### src/rtl/bam_acc_pkg.sv
`default_nettype none
// ==========================================================================
// bam_acc_pkg : shared FSM state type and default sizing for the BAM product accumulator
// Revision    : 1.0
// ==========================================================================
package bam_acc_pkg;

    localparam int ACC_W_DEF    = 20;
    localparam int LEN_DEF      = 32;
    localparam int DROP_LSB_DEF = 10;

    typedef enum logic [1:0] {
        ST_IDLE = 2'd0,
        ST_ACC  = 2'd1,
        ST_HOLD = 2'd2
    } state_t;

endpackage
`default_nettype wire

### src/rtl/bam_sat_add.sv
`default_nettype none
// ==========================================================================
// bam_sat_add : combinational unsigned adder that clamps to all-ones on carry-out
// Revision    : 1.0
// ==========================================================================
module bam_sat_add #(
    parameter int W = 10
) (
    input  logic [W-1:0] a_i,
    input  logic [W-1:0] b_i,
    output logic [W-1:0] sum_o,
    output logic         ovf_o
);

    logic [W:0] raw_d;

    always_comb begin
        raw_d = {1'b0, a_i} + {1'b0, b_i};
        ovf_o = raw_d[W];
        sum_o = raw_d[W] ? {W{1'b1}} : raw_d[W-1:0];
    end

endmodule
`default_nettype wire

### src/rtl/bam_prod_accumulator.sv
`default_nettype none
// ==========================================================================
// bam_prod_accumulator : frames 16-bit approximate products into a saturating sum
// Revision             : 1.0
// ==========================================================================
module bam_prod_accumulator
    import bam_acc_pkg::*;
#(
    parameter int ACC_W    = ACC_W_DEF,
    parameter int LEN      = LEN_DEF,
    parameter int DROP_LSB = DROP_LSB_DEF
) (
    input  logic                       clk,
    input  logic                       rst_n,
    input  logic                       in_valid,
    output logic                       in_ready,
    input  logic [15:0]                in_prod,
    input  logic                       in_last,
    output logic                       out_valid,
    input  logic                       out_ready,
    output logic [ACC_W-1:0]           out_sum,
    output logic [$clog2(LEN+1)-1:0]   out_count,
    output logic                       out_sat,
    output logic                       out_lsb_err
);

    localparam int AW = ACC_W - DROP_LSB;
    localparam int CW = $clog2(LEN+1);

    state_t          state_q;
    logic [AW-1:0]   acc_q;
    logic [CW-1:0]   count_q;
    logic            out_valid_q;
    logic            sat_q;
    logic            lsb_err_q;
    logic            in_ready_q;

    logic [AW-1:0]   addend_d;
    logic [AW-1:0]   sum_d;
    logic            ovf_d;
    logic [CW-1:0]   count_inc_d;
    logic            lsb_nz_d;
    logic            accept_d;

    // Dropped LSBs are only flagged, never summed.
    assign addend_d    = AW'(in_prod[15:DROP_LSB]);
    assign lsb_nz_d    = |in_prod[DROP_LSB-1:0];
    assign count_inc_d = count_q + CW'(1);
    assign accept_d    = in_valid & in_ready_q;

    bam_sat_add #(
        .W (AW)
    ) u_sat_add (
        .a_i   (acc_q),
        .b_i   (addend_d),
        .sum_o (sum_d),
        .ovf_o (ovf_d)
    );

    always_ff @(posedge clk or negedge rst_n) begin
        if (!rst_n) begin
            state_q     <= ST_IDLE;
            acc_q       <= '0;
            count_q     <= '0;
            out_valid_q <= 1'b0;
            sat_q       <= 1'b0;
            lsb_err_q   <= 1'b0;
            in_ready_q  <= 1'b1;
        end else begin
            case (state_q)
                ST_IDLE: begin
                    if (accept_d) begin
                        acc_q     <= addend_d;
                        count_q   <= CW'(1);
                        sat_q     <= 1'b0;
                        lsb_err_q <= lsb_nz_d;
                        if (in_last || (LEN == 1)) begin
                            state_q     <= ST_HOLD;
                            in_ready_q  <= 1'b0;
                            out_valid_q <= 1'b1;
                        end else begin
                            state_q <= ST_ACC;
                        end
                    end
                end
                ST_ACC: begin
                    if (accept_d) begin
                        acc_q     <= sum_d;
                        count_q   <= count_inc_d;
                        sat_q     <= sat_q | ovf_d;
                        lsb_err_q <= lsb_err_q | lsb_nz_d;
                        if (in_last || (count_inc_d == CW'(LEN))) begin
                            state_q     <= ST_HOLD;
                            in_ready_q  <= 1'b0;
                            out_valid_q <= 1'b1;
                        end
                    end
                end
                ST_HOLD: begin
                    // Ready returns only on the cycle after the handshake.
                    if (out_valid_q && out_ready) begin
                        state_q     <= ST_IDLE;
                        out_valid_q <= 1'b0;
                        sat_q       <= 1'b0;
                        lsb_err_q   <= 1'b0;
                        in_ready_q  <= 1'b1;
                    end
                end
                default: begin
                    state_q     <= ST_IDLE;
                    out_valid_q <= 1'b0;
                    in_ready_q  <= 1'b1;
                end
            endcase
        end
    end

    assign in_ready    = in_ready_q;
    assign out_valid   = out_valid_q;
    assign out_sum     = {acc_q, {DROP_LSB{1'b0}}};
    assign out_count   = count_q;
    assign out_sat     = sat_q;
    assign out_lsb_err = lsb_err_q;

endmodule
`default_nettype wire

### config.mk
export PLATFORM = sky130hd
export DESIGN_NAME = bam_prod_accumulator
export DESIGN_NICKNAME = d
export VERILOG_FILES = /design/src/rtl/bam_acc_pkg.sv /design/src/rtl/bam_sat_add.sv /design/src/rtl/bam_prod_accumulator.sv
export SDC_FILE = /design/constraint.sdc
export NUM_CORES = 1
export LEC_CHECK = 0
export CAP_MARGIN = 25
export CORE_MARGIN = 2
export CORE_UTILIZATION = 45
export DETAILED_ROUTE_END_ITERATION = 10
export PLACE_DENSITY = 0.88
export SETUP_SLACK_MARGIN = 0.5
export SYNTH_ARGS = -nofsm -noshare
export SYNTH_HDL_FRONTEND = slang
export SYNTH_HIERARCHICAL = 1
export SYNTH_SLANG_ARGS = --single-unit
### constraint.sdc
create_clock -name clk -period 6.2 [get_ports clk]
set_clock_uncertainty 0.2 [all_clocks]
set_input_delay 1.86 -clock clk [delete_from_list [all_inputs] [get_ports clk]]
set_output_delay 1.86 -clock clk [all_outputs]
set_load 0.01 [all_outputs]
==> impl_metrics.ini, run 1 <==
[run_status]
status = completed

[timing]
rsz0062_at_grt = false
hold_slack_ns = 0.325
min_period_ns = 4.30
worst_pin_slew_ns = 0.656
setup_violations = 0
hold_violations = 0
post-route-period-util_pct = 69.4
clock.fmax_mhz = 233
timing.final.ws_setup_ns = 1.90
maxSlewViolCount = 0
slew_headroom_pct = 56.2
finalSetupTns_ns = 0

[power]
p_int_mw = 0.249
power_mw = 0.316
power_density_nw_per_um2 = 139
power_frac_comb_pct = 11.7
vdd_ir_drop_max_mv = 0.0757
p_sw_share_pct = 21.4
pwr-share-seq_pct = 45.4
power.leakage_nw = 0.992
clkPwrFrac_pct = 42.9
power_switching_mw = 0.0675

[finish]
layout_common_cells = 40 x clkdlybuf4s50_1, 21 x dfrtp_1, 20 x nand2_1
area_delta_synth_final_pct = 29.4
drive_above_1_share_pct = 8.97
postLayoutCoreUtil_pct = 61.2
final_common_cell = clkdlybuf4s50_1
final_cells = 282
fin_area_sq_um = 2270
fin_nets = 272
antenna_cells = 0

[global_routing]
grt_pass1_wl_um = 6690
grt_max_degree = 23
grtUsageTotal_pct = 19.9
antenna_found_initial = 0
overflow = 0
grt_pass1_vias = 1515

[routing]
drtAntennaViolNets = 0
wl_um = 4070
drcViolationCount = 0
wl_per_cell_um = 14.4
vias_per_cell = 5.49
drtPass1Iterations = 4
vias = 1548
drt-initial-drc-count = 60

[critical_path]
cp_num_buf_inv = 3
cp.required_ns = 6.19
startpoint_type = input pin
worst_path_dominant_cell_family = simple AND/OR/NAND/NOR gates
arrival_ns = 4.29
path_cells = clkdlybuf4s50_1 > ha_1 > inv_1 > fa_1 > nand2b_1 > a21oi_2 > o2111ai_1 > and2_1 > inv_2 > nor3b_1 > a2bb2oi_1
critical_path.max_fanout = 10
critPathKind = in -> reg
cp_slowest_stage_delay_ns = 0.50
endpoint_kind = flip-flop
cpMaxStageDelayCell = clkdlybuf4s50_1

[run]
maxCapViolCount = 0

[floorplanning]
die_area_sq_um = 4420
core_sq_um = 3720
die_h_um = 66.5
fp-row-count = 22
num_io_pins = 51
initial_core_util_pct = 47.3
die_width_um = 66.5

[placed_design]
post-place-ws_ns = 1.65
place_inst = 277
hpwlAfterDp_um = 3020
placed_area_sq_um = 2170
io_buffer_count = 40
gp_congestion = 0.875

[logic_synthesis]
yosys_warnings = 6
synth_top_area_share_pct = 29.9
yosysSeqAreaShare_pct = 31.4
ys_top_cells_by_area = dfrtp_1 30%, ha_1 11%, buf_4 4.7%
synth_edf_count = 0
synth_ff_type = dfrtp_1
synth.distinct_cells = 53
ys_async_sr_fraction_pct = 100
syn_area_sq_um = 1760
syn_inst = 190
avgSynthCellArea_sq_um = 9.25
yosysTopAreaCell = dfrtp_1
synth_seq_cells = 22

[clock_network]
cts_tree = built
htreeDepth = 1
ctsHoldBuffers = 0
cts_resized = 0
clk_pin_slew_ns = 0.09
root_buffer = clkbuf_8
clockBufferDepth = 2
post_cts_buffers = 0
clock-sinks = 22
clock_latency_ns = 0.26
cts_buffers = 3

[worst_hold_path]
hp-class = reg -> reg
[cell families (layout without fill, tap and decap cells)]
family                     Yosys count  after routing  synth area share (%)
AOI/OAI and AO/OA                   55             55                  23.1
xor gates and xnor gates             7              7                  3.49
adders and majority gates           16             16                  11.8
buffers and inverters               24             55                  7.55
DFF                                 22             22                  31.4
muxes                                8              8                  4.91
other                                1             14                 0.213
and+or+nand+nor                     57             57                  17.5
[cell usage after synthesis (all sizes together) (2+ instances only)]
| cell type | instances |
|---|---|
| a211oi | 4 |
| a21o | 4 |
| a21oi | 9 |
| a22o | 5 |
| a2bb2oi | 2 |
| and4 | 2 |
| buf | 12 |
| clkbuf | 3 |
| dfrtp | 21 |
| ha | 15 |
| inv | 9 |
| mux2 | 2 |
| mux2i | 6 |
| nand2 | 21 |
| nand2b | 6 |
| nand3 | 3 |
| nor2 | 13 |
| nor4 | 4 |
| o211ai | 3 |
| o21ai | 16 |
| o21bai | 2 |
| o31ai | 2 |
| xor2 | 6 |
[power by group through the flow]
| stage | clock [mW] | combinational [mW] | sequential (mW) |
|---|---|---|---|
| floorplan | 0 | 0.0193 | 0.146 |
| global placement | 0 | 0.0334 | 0.146 |
| detailed placement | 0 | 0.0344 | 0.146 |
| CTS | 0.139 | 0.0347 | 0.143 |
| global route | 0.147 | 0.0406 | 0.143 |
| finish | 0.136 | 0.0370 | 0.143 |
[flip-flops by register name, indices dropped and copies added (netlist names)]
| register | cells |
|---|---|
| acc_q | 10 |
| in_ready | 1 |
| out_count | 6 |
| out_lsb_err | 1 |
| out_sat | 1 |
| out_valid | 1 |
| state_q | 2 |
[path summary, 6_finish.rpt]
path | startpoint | endpoint | slack [ns] | depth (start not counted)
max in group asynchronous | rst_n | in_ready | 3.58 | 2
hold reg to reg | acc_q[2] | acc_q[2] | 0.33 | 2
hold / removal | acc_q[2] | acc_q[2] | 0.33 | 2
min in group asynchronous | rst_n | acc_q[2] | 1.71 | 1
setup reg to reg | acc_q[0] | out_sat | 3.60 | 10
setup / recovery | in_prod[10] | out_sat | 1.90 | 11
[worst register-to-register path, stage by stage, from the launching register on]
cell       delay [ns]
dfrtp_1          0.38
ha_1             0.21
inv_1            0.08
fa_1             0.40
nand2b_1         0.19
a21oi_2          0.20
o2111ai_1        0.14
and2_1           0.30
inv_2            0.07
nor3b_1          0.19
a2bb2oi_1        0.17
[metal layers]
layer	vias to the layer above	GRT usage [%]	wire, um
li1	753	-	-
met1	739	24.1	1780
met2	54	34.6	2050
met3	2	3.89	225
met4	0	7.40	23
met5	-	0	0
[area by class of cell]
class,count,area [sq um]
clock buffer,3,41.3
clock inverter,1,30.0
fill,325,1440
inverter,9,33.8
multi-input combinational,157,1120
sequential,22,552
tap,48,60.1
timing repair buffer,42,435
No activity file was read; power rests on OpenSTA's default activity.
==> run 2, diff against run 1 <==
--- a/config.mk
+++ b/config.mk
@@ -7,7 +7,7 @@
 export LEC_CHECK = 0
 export CAP_MARGIN = 25
 export CORE_MARGIN = 2
-export CORE_UTILIZATION = 45
+export CORE_UTILIZATION = 43
 export DETAILED_ROUTE_END_ITERATION = 10
 export PLACE_DENSITY = 0.88
 export SETUP_SLACK_MARGIN = 0.5
==> constraint.sdc (replaced) <==
create_clock -name clk -period 3.5 [get_ports clk]
set_clock_uncertainty 0.2 [all_clocks]
set_input_delay 1.05 -clock clk [delete_from_list [all_inputs] [get_ports clk]]
set_output_delay 1.05 -clock clk [all_outputs]
set_load 0.01 [all_outputs]
==> impl_metrics.ini, run 2 (same netlist as run 1, synthesis figures left out) <==
[placed_design]
hpwlAfterDp_um = 2860
place_inst = 283
post-place-ws_ns = -0.0428
gp_congestion = 0.953
io_buffer_count = 40

[critical_path]
critical_path.max_fanout = 3
cp_num_buf_inv = 1
endpoint_kind = flip-flop
arrival_ns = 2.92
cp_slowest_stage_delay_ns = 0.42
startpoint_type = input pin
cpMaxStageDelayCell = clkdlybuf4s50_1
critPathKind = in -> reg
cp.required_ns = 3.48
path_cells = clkdlybuf4s50_1 > ha_1 > o211ai_1 > a21oi_4 > o211ai_2 > a2111oi_2 > nor2_1 > a22o_1
worst_path_dominant_cell_family = compound AO/OA/AOI/OAI gates

[floorplanning]
die_width_um = 67.9
fp-row-count = 23
num_io_pins = 51
die_area_sq_um = 4610
core_sq_um = 3970
die_h_um = 67.9
initial_core_util_pct = 44.2

[global_routing]
grtUsageTotal_pct = 18.2
grt_pass1_vias = 1478
overflow = 0
grt-busiest-layer = met2
grt_max_degree = 23
met3_usage_pct = 3.29
antenna_found_initial = 0
met1_usage_pct = 22.3
use_met2_pct = 32.0
grt_pass1_wl_um = 6400

[timing]
post-route-period-util_pct = 84.0
slew_headroom_pct = 55.1
clock.fmax_mhz = 340
worst_pin_slew_ns = 0.673
hold_slack_ns = 0.334
min_period_ns = 2.94
setup_violations = 0
hold_violations = 0
rsz0062_at_grt = false
maxSlewViolCount = 0
timing.final.ws_setup_ns = 0.561

[power]
p_sw_share_pct = 23.1
power_frac_comb_pct = 11.4
pwr-share-seq_pct = 44.4
p_int_mw = 0.440
clkPwrFrac_pct = 44.2
vdd_ir_drop_max_mv = 0.170
power_switching_mw = 0.132
power_density_nw_per_um2 = 241
power.leakage_nw = 1.06
power_mw = 0.572

[finish]
largest_register_ffs = 10
layout_common_cells = 35 x clkdlybuf4s50_1, 21 x dfrtp_1, 20 x nand2_1
final_cells = 291
largest-register = acc_q
drive_above_1_share_pct = 15.8
fin_nets = 279
area_delta_synth_final_pct = 35.4
fillers = 337
final_common_cell = clkdlybuf4s50_1
antenna_cells = 0
postLayoutCoreUtil_pct = 59.9

[clock_network]
root_buffer = clkbuf_8
cts_buffers = 3
clock_latency_ns = 0.28
clock-sinks = 22
ctsHoldBuffers = 0
htreeDepth = 1
clk_pin_slew_ns = 0.09
clockBufferDepth = 2
cts_tree = built

[run]
maxCapViolCount = 0

[routing]
vias = 1553
wl_per_cell_um = 14.0
drcViolationCount = 0
drtPass1Iterations = 4
vias_per_cell = 5.34
drtAntennaViolNets = 0
drt-initial-drc-count = 50
wl_um = 4080

[run_status]
status = completed

[worst_hold_path]
hp-class = reg -> reg
## run 2: cell count changes in the layout (fill, tap and decap cells not counted), sizes merged
cell           change
buf                +7
clkbuf             +1
clkdlybuf4s15      +1
clkdlybuf4s50      -5
dlymetal6s2s       +3
## run 2: layout make-up
| class | instances | area [sq um] | area share [%] |
|---|---|---|---|
| clock buffers | 3 | 41.3 | 1.74 |
| clock inverters | 1 | 30.0 | 1.26 |
| inverters | 9 | 33.8 | 1.42 |
| multi-input cells | 157 | 1190 | 50.0 |
| flip-flops and latches | 22 | 552 | 23.2 |
| well taps | 50 | 62.6 | 2.63 |
| repair buffers | 49 | 470 | 19.8 |
## run 2: power by group through the flow
stage / Sequential [mW] / Clock, mW / Combinational [mW]
global placement: 0.259 / 0 / 0.0610
floorplan: 0.259 / 0 / 0.0348
global route: 0.254 / 0.265 / 0.0727
finish: 0.254 / 0.253 / 0.0650
CTS: 0.254 / 0.258 / 0.0620
detailed placement: 0.259 / 0 / 0.0619
## run 2: timing repair
action / in CTS / in global routing
pin swaps: 5 / 11
buffers inserted: 2 / 2
setup endpoints to repair: 11 / 9
gates resized for setup: 5 / 13
## run 2: worst reg2reg max path, stage by stage (launching register included)
cell,delay [ns]
dfrtp_1,0.38
ha_2,0.19
inv_1,0.06
fa_2,0.35
nand2b_4,0.17
a21oi_4,0.17
o211ai_2,0.13
a2111oi_2,0.40
nor2_1,0.09
a22o_1,0.20
## run 2: worst paths after layout
check                                  from       end  slack [ns]  cells after the start
worst max-delay path            in_prod[14]  acc_q[8]        0.56                      8
max in group asynchronous             rst_n  in_ready        1.90                      2
min in group asynchronous             rst_n  acc_q[1]        0.90                      2
worst max register to register     acc_q[0]  acc_q[8]        1.05                      9
worst min-delay path               acc_q[4]  acc_q[4]        0.33                      2
worst min register to register     acc_q[4]  acc_q[4]        0.33                      2
## run 2: layer usage
metal	share of wire, %	vias to the layer above
li1	-	765
met1	45	742
met2	48	41
met3	6.0	5
met4	1.1	0
met5	0	-
## run 2: per-stage QoR
step | instance area (sq um) | setup TNS (ns)
finish | 2380 | 0
global route | 2380 | 0
CTS | 2310 | 0
detailed placement | 2220 | -0.0743
global placement | 2220 | 0
floorplan | 1820 | 0
==> run 3, diff against run 2 <==
--- a/config.mk
+++ b/config.mk
@@ -7,7 +7,7 @@
 export LEC_CHECK = 0
 export CAP_MARGIN = 25
 export CORE_MARGIN = 2
-export CORE_UTILIZATION = 43
+export CORE_UTILIZATION = 45
 export DETAILED_ROUTE_END_ITERATION = 10
 export PLACE_DENSITY = 0.88
 export SETUP_SLACK_MARGIN = 0.5
==> constraint.sdc (replaced) <==
create_clock -name clk -period 2.83 [get_ports clk]
set_clock_uncertainty 0.2 [all_clocks]
set_input_delay 0.849 -clock clk [delete_from_list [all_inputs] [get_ports clk]]
set_output_delay 0.849 -clock clk [all_outputs]
set_load 0.01 [all_outputs]
==> impl_metrics.ini, run 3 (same netlist as run 1, synthesis figures left out) <==
[global_routing]
grt_max_degree = 23
grt_pass1_wl_um = 7820
grtUsageTotal_pct = 23.2
grt_pass1_vias = 1700
overflow = 0
antenna_found_initial = 0

[placed_design]
io_buffer_count = 40
placed_area_sq_um = 2320
hpwlAfterDp_um = 3320
gp_congestion = 0.855
place_inst = 289

[routing]
drtPass1Iterations = 4
wl_um = 5100
wl_per_cell_um = 16.4
vias = 1724
drtAntennaViolNets = 0
drcViolationCount = 0
vias_per_cell = 5.54
drt-initial-drc-count = 73

[clock_network]
clock-sinks = 22
clock_latency_ns = 0.28
root_buffer = clkbuf_8
clockBufferDepth = 2
clk_pin_slew_ns = 0.09
cts_buffers = 3
cts_tree = built
ctsHoldBuffers = 0
htreeDepth = 1

[finish]
fillers = 268
largest-register = acc_q
fin_nets = 301
area_delta_synth_final_pct = 50.0
antenna_cells = 0
layout_common_cells = 30 x clkdlybuf4s50_1, 29 x buf_4, 17 x dfrtp_1
postLayoutCoreUtil_pct = 70.9
seq_area_sq_um = 557
largest_register_ffs = 10
final_cells = 311
drive_above_1_share_pct = 30.0
final_common_cell = clkdlybuf4s50_1
multi_input_area_sq_um = 1270
fin_area_sq_um = 2640

[floorplanning]
die_h_um = 66.5
die_area_sq_um = 4420
core_sq_um = 3720
die_width_um = 66.5
fp-row-count = 22
num_io_pins = 51
initial_core_util_pct = 47.3

[worst_hold_path]
hp-class = reg -> reg
hold_start = out_sat

[critical_path]
cpMaxStageDelayCell = fa_2
endpoint_kind = flip-flop
crit-reg2reg-launch = acc_q[0]
arrival_ns = 2.59
critPathKind = in -> reg
path_cells = buf_8 > ha_4 > inv_2 > fa_2 > nand2b_4 > a21oi_4 > buf_6 > o2111ai_4 > and2_4 > inv_2 > nor3b_4 > a2bb2oi_2
startpoint_type = input pin
cp_common_cell = inv_2
critical_path.max_fanout = 8
cp_slowest_stage_delay_ns = 0.34
cp.required_ns = 2.84
cp-startpoint = in_prod[10]

[timing]
post-route-period-util_pct = 90.8
setup_violations = 0
rsz0062_at_grt = true
maxSlewViolCount = 0
min_period_ns = 2.57
hold_violations = 0
clock.fmax_mhz = 389

[power]
power_density_nw_per_um2 = 275
vdd_ir_drop_max_mv = 0.189
power.leakage_nw = 1.22
power_mw = 0.724

[run]
maxCapViolCount = 0

[run_status]
status = completed
## run 3: changes by cell type in the layout (fill, tap and decap cells not counted), sizes merged
cell | before | now
buf | 9 | 34
clkdlybuf4s50 | 35 | 30
dlygate4sd2 | 0 | 2
## run 3: final timing paths
kind                            end  slack, ns  cells after the start
max                         out_sat       0.26                     12
min                         out_sat       0.33                      1
max reg2reg                 out_sat       0.43                     11
min reg2reg                 out_sat       0.33                      1
max in group asynchronous  in_ready       1.41                      2
min in group asynchronous  acc_q[0]       0.73                      2
## run 3: routing by layer
layer | routed length (um) | up-vias | global-route usage [%]
met2 | 2560 | 75 | 40.1
met4 | 147 | 0 | 8.67
met3 | 313 | 15 | 3.89
met5 | 0 | - | 0
met1 | 2080 | 822 | 28.8
li1 | - | 812 | -
## run 3: cell type report
class                           instances  share of cell area [%]
Tap cell                               48                    2.28
Timing Repair Buffer                   71                    24.5
Sequential cell                        22                    21.1
Clock buffer                            3                    1.57
Multi-Input combinational cell        157                    48.1
Inverter                                9                    1.28
Clock inverter                          1                    1.14
## run 3: repair_timing
action | in CTS | in global routing
endpoints found under the setup margin | 17 | 21
setup buffers | 9 | 9
gates resized for setup | 35 | 18
pin swaps | 15 | 11
## run 3: metrics by stage
stage                     setup TNS, ns  hold WS [ns]  setup slack [ns]
final                                 0         0.327             0.259
after global routing                  0         0.359             0.165
after CTS                             0         0.340             0.295
after detailed placement          -4.41         0.322            -0.476
after global placement            -3.64         0.310            -0.378
after floorplan                       0         0.324             0.194
## run 3: critical path, delay by kind of cell
family          cells  cell delay, ns
simple gates        3            0.57
compound gates      3            0.41
buf+inv             4            0.30
fa+ha+maj           2            0.46
## run 3: power breakdown
part           switching (mW)  total [mW]  internal, mW
logic                  0.0465      0.0938        0.0472
registers           0.0000289       0.314         0.314
clock network           0.127       0.316         0.189
total                   0.173       0.724         0.551
